===== src/rtl/gold_phase_sched.sv =====
// Round-robin phase-load scheduler in front of a Gold code generator: grants one
// requester at a time, loads its shift over a valid/ready link and waits one full period.
module gold_phase_sched #(
  parameter int LENGTH   = 63,
  parameter int POLY_LEN = $clog2(LENGTH),
  parameter int N_REQ    = 4
) (
  input  logic                          clkin,
  input  logic                          rst,
  input  logic [N_REQ-1:0]              req_valid,
  input  logic [N_REQ*POLY_LEN-1:0]     req_shift,
  output logic [N_REQ-1:0]              req_ready,
  output logic                          m_axis_tvalid,
  output logic [POLY_LEN-1:0]           m_axis_tdata,
  input  logic                          m_axis_tready,
  input  logic                          strobe_i,
  output logic                          busy_o,
  output logic [$clog2(N_REQ)-1:0]      active_id_o,
  output logic                          period_done_o,
  output logic                          err_o
);

  localparam int ID_W  = $clog2(N_REQ);
  localparam int CNT_W = $clog2(LENGTH + 1);
  localparam logic [POLY_LEN:0]  LEN_EXT  = (POLY_LEN + 1)'(LENGTH);
  localparam logic [CNT_W-1:0]   CNT_MAX  = CNT_W'(LENGTH);
  localparam logic [CNT_W-1:0]   CNT_LAST = CNT_W'(LENGTH - 1);

  typedef enum logic [1:0] {
    S_IDLE = 2'd0,
    S_LOAD = 2'd1,
    S_RUN  = 2'd2,
    S_DONE = 2'd3
  } state_t;

  state_t              r_state;
  state_t              w_next;
  logic [ID_W-1:0]     r_rr_ptr;
  logic [ID_W-1:0]     r_active_id;
  logic [POLY_LEN-1:0] r_shift;
  logic [CNT_W-1:0]    r_cnt;
  logic                r_err;

  logic                w_gnt_any;
  logic [ID_W-1:0]     w_gnt_id;
  logic [POLY_LEN-1:0] w_sel_shift;
  logic                w_in_range;
  logic                w_take;

  function automatic logic [ID_W-1:0] rr_index(input logic [ID_W-1:0] base, input int ofs);
    int sum;
    sum = int'(base) + ofs;
    return ID_W'(sum % N_REQ);
  endfunction

  // Walk from the highest offset down so the closest valid requester to r_rr_ptr wins.
  always_comb begin
    w_gnt_any = 1'b0;
    w_gnt_id  = '0;
    for (int k = N_REQ - 1; k >= 0; k--) begin
      if (req_valid[rr_index(r_rr_ptr, k)]) begin
        w_gnt_any = 1'b1;
        w_gnt_id  = rr_index(r_rr_ptr, k);
      end
    end
  end

  assign w_sel_shift = req_shift[int'(w_gnt_id)*POLY_LEN +: POLY_LEN];
  assign w_in_range  = ({1'b0, w_sel_shift} < LEN_EXT);
  assign w_take      = (r_state == S_IDLE) && w_gnt_any;

  always_ff @(posedge clkin or posedge rst) begin
    if (rst) begin
      r_state <= S_IDLE;
    end else begin
      r_state <= w_next;
    end
  end

  always_comb begin
    w_next        = r_state;
    req_ready     = '0;
    m_axis_tvalid = 1'b0;
    m_axis_tdata  = '0;
    busy_o        = 1'b1;
    period_done_o = 1'b0;
    case (r_state)
      S_IDLE: begin
        busy_o = 1'b0;
        if (w_gnt_any && !rst) begin
          req_ready[w_gnt_id] = 1'b1;
          if (w_in_range) begin
            w_next = S_LOAD;
          end
        end
      end
      S_LOAD: begin
        m_axis_tvalid = 1'b1;
        m_axis_tdata  = r_shift;
        if (m_axis_tready) begin
          w_next = S_RUN;
        end
      end
      S_RUN: begin
        if (strobe_i && (r_cnt == CNT_LAST)) begin
          w_next = S_DONE;
        end
      end
      S_DONE: begin
        period_done_o = 1'b1;
        w_next        = S_IDLE;
      end
      default: begin
        busy_o = 1'b0;
        w_next = S_IDLE;
      end
    endcase
  end

  // A rejected shift still consumes the request and moves the pointer on.
  always_ff @(posedge clkin or posedge rst) begin
    if (rst) begin
      r_rr_ptr    <= '0;
      r_active_id <= '0;
      r_err       <= 1'b0;
    end else begin
      r_err <= 1'b0;
      if (w_take) begin
        r_rr_ptr <= rr_index(w_gnt_id, 1);
        if (w_in_range) begin
          r_active_id <= w_gnt_id;
        end else begin
          r_err <= 1'b1;
        end
      end
    end
  end

  always_ff @(posedge clkin) begin
    if (w_take && w_in_range) begin
      r_shift <= w_sel_shift;
    end
  end

  always_ff @(posedge clkin or posedge rst) begin
    if (rst) begin
      r_cnt <= '0;
    end else if ((r_state == S_LOAD) && m_axis_tready) begin
      r_cnt <= '0;
    end else if ((r_state == S_RUN) && strobe_i && (r_cnt != CNT_MAX)) begin
      r_cnt <= r_cnt + 1'b1;
    end
  end

  assign active_id_o = r_active_id;
  assign err_o       = r_err;

endmodule


===== config.mk =====
export PLATFORM = sky130hd
export DESIGN_NAME = gold_phase_sched
export DESIGN_NICKNAME = d
export VERILOG_FILES = /design/src/rtl/gold_phase_sched.sv
export SDC_FILE = /design/constraint.sdc
export NUM_CORES = 1
export LEC_CHECK = 0
export CORE_MARGIN = 5
export CORE_UTILIZATION = 45
export DETAILED_ROUTE_END_ITERATION = 16
export HOLD_SLACK_MARGIN = 0.15
export PLACE_DENSITY = 0.89
export SLEW_MARGIN = 0
export SYNTH_ARGS = -nofsm -noshare
export SYNTH_HDL_FRONTEND = slang
export SYNTH_SLANG_ARGS = --single-unit

===== constraint.sdc =====
create_clock -name clkin -period 3.2 [get_ports clkin]
set_clock_uncertainty 0.1 [all_clocks]
set_input_delay 0.48 -clock clkin [delete_from_list [all_inputs] [get_ports clkin]]
set_output_delay 0.48 -clock clkin [all_outputs]
set_load 0.05 [all_outputs]

==> results.txt, run 1 <==
run status - finished, final reports clean
Seq. cell area - 505 um^2
net count after synthesis - 180
Worst setup EP type - output port
logic depth of the worst register-to-register path - 7
Avg Cell Area, Syn - 10.0 um^2
total power divided by cell area - 832 nW/um^2
Min-Delay Path Depth - 1
total number of vias - 1,280
detail-routed net length per standard cell - 16.1 um
cell area after placement - 1890 um^2
starting density of the core - 46.0%
filler instances - 232
Sink Count - 19
die outline height - 65.4 um
Cell Rows - 20
maximum buffer depth of the clock tree - 2
aggregate negative setup slack - 0 ps
maximum clock frequency - 0.335 GHz
CP top delay family - buffers and inverters
number of global-route vias before repair - 1,278
largest fanout on the critical path - 13
proportion of netlist area held by the largest area contributor - 23.6%
most used flip-flop cell after synthesis - dfrtp_1
crit path DAT - 2410 ps
Mapped Area - 1380 um^2
Worst VDD drop - 0.000292 V
RSZ-0062 raised after global routing - false
clock root buffer master - clkbuf_4
share of the synthesized area in compound gates (AO/OA/AOI/OAI) - 22.7%
least setup slack across all paths after layout - 214 ps
via density per instance - 5.84
wire length after detailed routing - 3.54 mm
Core Box Area - 3000 um^2
global-route wire length before repair - 5.54 mm
clock latency on the worst-skew pair - 290 ps
Port Buffer Count - 47
slowest stage cell on the critical path - clkdlybuf4s50_1
antenna violations before repair - 0
Nets - 229
H-tree depth - 1
Worst path depth - 8
placed wire-length estimate - 2.93 mm
Final Hold Violating Endpoints - 0
highest cell delay on the worst timing path - 560 ps
Die Footprint - 4270 um^2
Buffers & Inverters on Critical Path - 3
largest family of logic cells by synthesized area - compound AO/OA/AOI/OAI gates
leading cell types by count after synthesis - dfrtp_1, o21ai_0, and2_1, nor2_1, ha_1
fraction of synthesized cell area in xor and xnor cells - 3.17%
layout overhead on the synthesized area - 39.5%
reported leakage power - 0.777 nW
post-synthesis async set-or-reset flop share - 68.4%
diode insertion count for antenna repair - 0
Area contributors post-synth - dfrtp_1, edfxtp_1, ha_1, and2_1, o21ai_0
Simple-Gate Fraction of Synth Area - 19.6%
grt ovf - 0
hold slack final - 417 ps
ratio of cells with drive above 1 in the final layout - 12.4%
type of the worst min-delay path - register to register
cell type with the highest aggregate area in the netlist - dfrtp_1
number of synthesized flops with an enable pin - 6
adder-cell share of the synthesized area - 9.07%
Worst Setup Path Type - primary input to output port
buffers inserted during post-CTS setup optimization - 0
routability cong. - 0.867
distinct cell type count of the synthesized netlist - 40
fraction of the yosys area taken by sequential cells - 36.6%
CTS tree - yes
critical path data required time - 2620 ps
worst setup timing slack at the placement stage - -162 ps
max-slew headroom at the worst pin - 59.5%
Detail Route Antenna Nets - 0
yosys warns - 0
count of non-filler cells in the finished layout - 219
clock buffers created by TritonCTS - 3
Iter 0 DRT Violations - 66
number of standard cells after synthesis - 138
shortest clock period the worst path allows after layout - 2990 ps
portion of netlist area occupied by mux cells - 3.99%
gr usage total - 16.4%
cells along the critical path - clkdlybuf4s50_1 > mux2i_1 > o2bb2ai_2 > nor2_1 > inv_1 > ha_1 > and2_1 > buf_4
cell count after placement - 215
pin count of the biggest net entering global routing - 14
flip-flop and latch count after synthesis - 19
Multi-input gate area - 813 um^2
Worst-Margin Slew - 605 ps
share of the clock period used by the worst path after layout - 93.3%
Total Power - 1.60 mW
chip width - 65.4 um
max-capacitance violation count - 0
Setup violations, final - 0
kind of launch point of the worst setup path - primary input
Detailed Routing Iterations Pass 1 - 4
clock input transition at the sequential cells of the worst setup and hold paths - 100 ps
DRC violation count after routing - 0
Core Util, Final - 64.1%
post-route cell area - 1930 um^2
# IOs - 48
fin. max-slew vios - 0
-- per-layer routing --
metal,vias up,global-route usage [%],share of wire [%],wire length (um)
met5,-,0,0,0
met4,0,8.55,4.9,172
met3,18,1.54,3.1,111
met2,41,31.1,54,1900
met1,621,17.8,38,1350
li1,600,-,-,-
-- registers in the layout (all words and copies together) (netlist names) --
| signal | count |
|---|---|
| r_cnt | 6 |
| r_shift | 6 |
| active_id_o | 2 |
| r_rr_ptr | 2 |
| r_state | 2 |
| err_o | 1 |
-- cell usage in the layout, fill, tap and decap left out, types with 5 or more instances in the layout --
| cell | n |
|---|---|
| inv_1 | 8 |
| and2_1 | 11 |
| edfxtp_1 | 6 |
| dfrtp_1 | 13 |
| nand2_1 | 6 |
| nor2_1 | 11 |
| o21ai_0 | 13 |
| ha_1 | 10 |
| a311oi_1 | 6 |
| buf_4 | 5 |
| clkdlybuf4s50_1 | 43 |
| nand3_1 | 6 |
-- where the power goes --
group	internal [mW]	total (mW)	switching [mW]
registers	0.368	0.447	0.0790
logic	0.400	1.04	0.639
clock network	0.0464	0.117	0.0706
total	0.814	1.60	0.788
-- path summary, 6_finish.rpt --
kind	startpoint	to	slack (ps)
min	active_id_o[0]$_DFFE_PP0P_	active_id_o[0]$_DFFE_PP0P_	420
max	req_valid[3]	req_ready[2]	210
min in group asynchronous	rst	err_o$_DFF_PP0_	460
max in group asynchronous	rst	r_state[0]$_DFFE_PP0P_	2200
max reg2reg	r_rr_ptr[1]$_DFFE_PP0P_	r_state[1]$_DFFE_PP0P_	550
min reg2reg	active_id_o[0]$_DFFE_PP0P_	active_id_o[0]$_DFFE_PP0P_	420
-- cell type report --
type                    instances  share of cell area [%]
multi-input cells             105                    42.2
repair buffers                 50                    26.4
flip-flops and latches         19                    26.3
well taps                      33                    2.14
inverters                       8                    1.56
clock buffers                   3                    1.17
clock inverters                 1                   0.260
-- kinds of logic after synthesis --
logic type / after synthesis
flip-flops: 19
buffers and inverters: 14
AND/OR/NAND/NOR: 48
XOR/XNOR: 5
adder cells (fa/ha/maj): 10
AO/OA/AOI/OAI: 37
multiplexers: 5
-- timing repair --
action | in CTS | in global routing
resized for setup | 0 | 1
endpoints found under the setup margin | 0 | 13
hold endpoints to repair | 0 | 0
hold buffers | 0 | 0
Power figures use the tool's default switching activity.
==> inputs of run 2 (changes only) <==
- clock period: 3.2 -> 3.6 ns (I/O delays scaled with it)
==> results.txt, run 2 (synthesis gave the netlist of run 1 again) <==
# hold bufs at CTS - 0
total number of vias - 1,262
wire length after detailed routing - 3.45 mm
Port Buffer Count - 47
Detailed Routing Iterations Pass 1 - 4
share of the clock period used by the worst path after layout - 89.8%
Setup violations, final - 0
diode insertion count for antenna repair - 0
Buffers & Inverters on Critical Path - 3
CP top delay family - simple AND/OR/NAND/NOR gates
run status - finished, final reports clean
fin. max-slew vios - 0
clock buffers created by TritonCTS - 3
Nets - 229
number of global-route vias before repair - 1,246
layout overhead on the synthesized area - 39.1%
Clk pwr share - 7.6%
combinational fraction of design power - 64.6%
Internal Pwr Total - 724 uW
highest cell delay on the worst timing path - 510 ps
antenna violations before repair - 0
via density per instance - 5.76
RSZ-0062 raised after global routing - false
buffers inserted during post-CTS setup optimization - 0
cells along the critical path - clkdlybuf4s50_1 > nor2_1 > or2_1 > inv_1 > ha_1 > and2_1 > buf_4
type of the worst min-delay path - register to register
total power divided by cell area - 738 nW/um^2
Cell Rows - 20
CTS tree - yes
Worst setup EP type - output port
H-tree depth - 1
slowest stage cell on the critical path - clkdlybuf4s50_1
detail-routed net length per standard cell - 15.7 um
grt ovf - 0
aggregate negative setup slack - 0 ps
gr usage total - 17.0%
Die Footprint - 4270 um^2
Largest regs - r_cnt: 6 flops, r_shift: 6 flops
pin count of the biggest net entering global routing - 14
Core Box Area - 3000 um^2
chip width - 65.4 um
ratio of cells with drive above 1 in the final layout - 11.8%
Worst-Margin Slew - 577 ps
Worst VDD drop - 0.000272 V
Seq. cell area - 505 um^2
Multi-input gate area - 807 um^2
placed wire-length estimate - 2.86 mm
clock input transition at the sequential cells of the worst setup and hold paths - 100 ps
max-slew headroom at the worst pin - 61.4%
most common library cell in the layout ignoring fill and taps - clkdlybuf4s50_1
net switching power - 692 uW
DRC violation count after routing - 0
filler instances - 239
starting density of the core - 46.0%
Total Power - 1.42 mW
largest fanout on the critical path - 9
Iter 0 DRT Violations - 53
die outline height - 65.4 um
global-route wire length before repair - 5.66 mm
share of power burned in registers - 27.8%
routability cong. - 0.788
Final Hold Violating Endpoints - 0
clock latency on the worst-skew pair - 300 ps
max-capacitance violation count - 0
kind of launch point of the worst setup path - primary input
clock root buffer master - clkbuf_4
maximum buffer depth of the clock tree - 2
Detail Route Antenna Nets - 0
cells resized by post-CTS repair - 0
shortest clock period the worst path allows after layout - 3230 ps
Worst Setup Path Type - primary input to output port
# IOs - 48
critical path data required time - 2960 ps
reported leakage power - 0.776 nW
maximum clock frequency - 0.309 GHz
Switching Share - 48.9%
Sink Count - 19
crit path DAT - 2590 ps
highest-count cells in the layout ignoring fill and taps - clkdlybuf4s50_1, o21ai_0, dfrtp_1
==> run 2: through the flow <==
| stage | area (um^2) | utilization, % | instances | hold WS, ps | setup slack [ps] |
|---|---|---|---|---|---|
| floorplan | 1380 | - | 138 | 317 | 1030 |
| global placement | 1890 | 63.0 | 215 | 401 | 507 |
| detailed placement | 1890 | 63.0 | 215 | 409 | 407 |
| CTS | 1920 | 63.9 | 219 | 432 | 398 |
| global route | 1920 | 63.9 | 219 | 461 | 206 |
| finish | 1920 | 63.9 | 219 | 428 | 368 |
==> run 2: cell type report <==
type	count	share of cell area (%)
inverters	8	1.56
clock buffers	3	1.17
well taps	33	2.15
repair buffers	50	26.5
flip-flops and latches	19	26.3
multi-input cells	105	42.0
clock inverters	1	0.261
==> run 2: path summary, 6_finish.rpt <==
path / startpoint / endpoint / slack, ps / depth (start not counted)
max in group asynchronous: rst / r_rr_ptr[0]$_DFFE_PP0P_ / 2540 / 2
worst max register to register: r_rr_ptr[1]$_DFFE_PP0P_ / r_state[1]$_DFFE_PP0P_ / 1070 / 7
worst max-delay path: req_valid[3] / req_ready[2] / 370 / 7
min in group asynchronous: rst / r_cnt[1]$_DFFE_PP0P_ / 520 / 2
worst min register to register: active_id_o[1]$_DFFE_PP0P_ / active_id_o[1]$_DFFE_PP0P_ / 430 / 1
worst min-delay path: active_id_o[1]$_DFFE_PP0P_ / active_id_o[1]$_DFFE_PP0P_ / 430 / 1
==> run 2: layer usage <==
layer | vias up | global-route usage [%] | wire [um]
li1 | 609 | - | -
met1 | 602 | 18.8 | 1340
met2 | 43 | 32.2 | 1910
met3 | 8 | 3.76 | 148
met4 | 0 | 4.92 | 57
met5 | - | 0 | 0
==> run 2: worst register-to-register path, cell delays in order, from the launching register on <==
cell       delay, ps
dfrtp_1          460
mux2i_1          180
a2bb2oi_2        440
nand3_1          170
a32oi_2          330
nand4_4          160
o31ai_4          260
mux2_1           340
==> run 2: power by group through the flow <==
| stage | Clock (mW) | Combinational [mW] | Sequential [mW] |
|---|---|---|---|
| after CTS | 0.112 | 0.918 | 0.394 |
| after global placement | 0 | 0.882 | 0.391 |
| after global routing | 0.122 | 0.994 | 0.403 |
| after detailed placement | 0 | 0.917 | 0.400 |
| after floorplan | 0 | 0.633 | 0.421 |
| final | 0.107 | 0.914 | 0.394 |
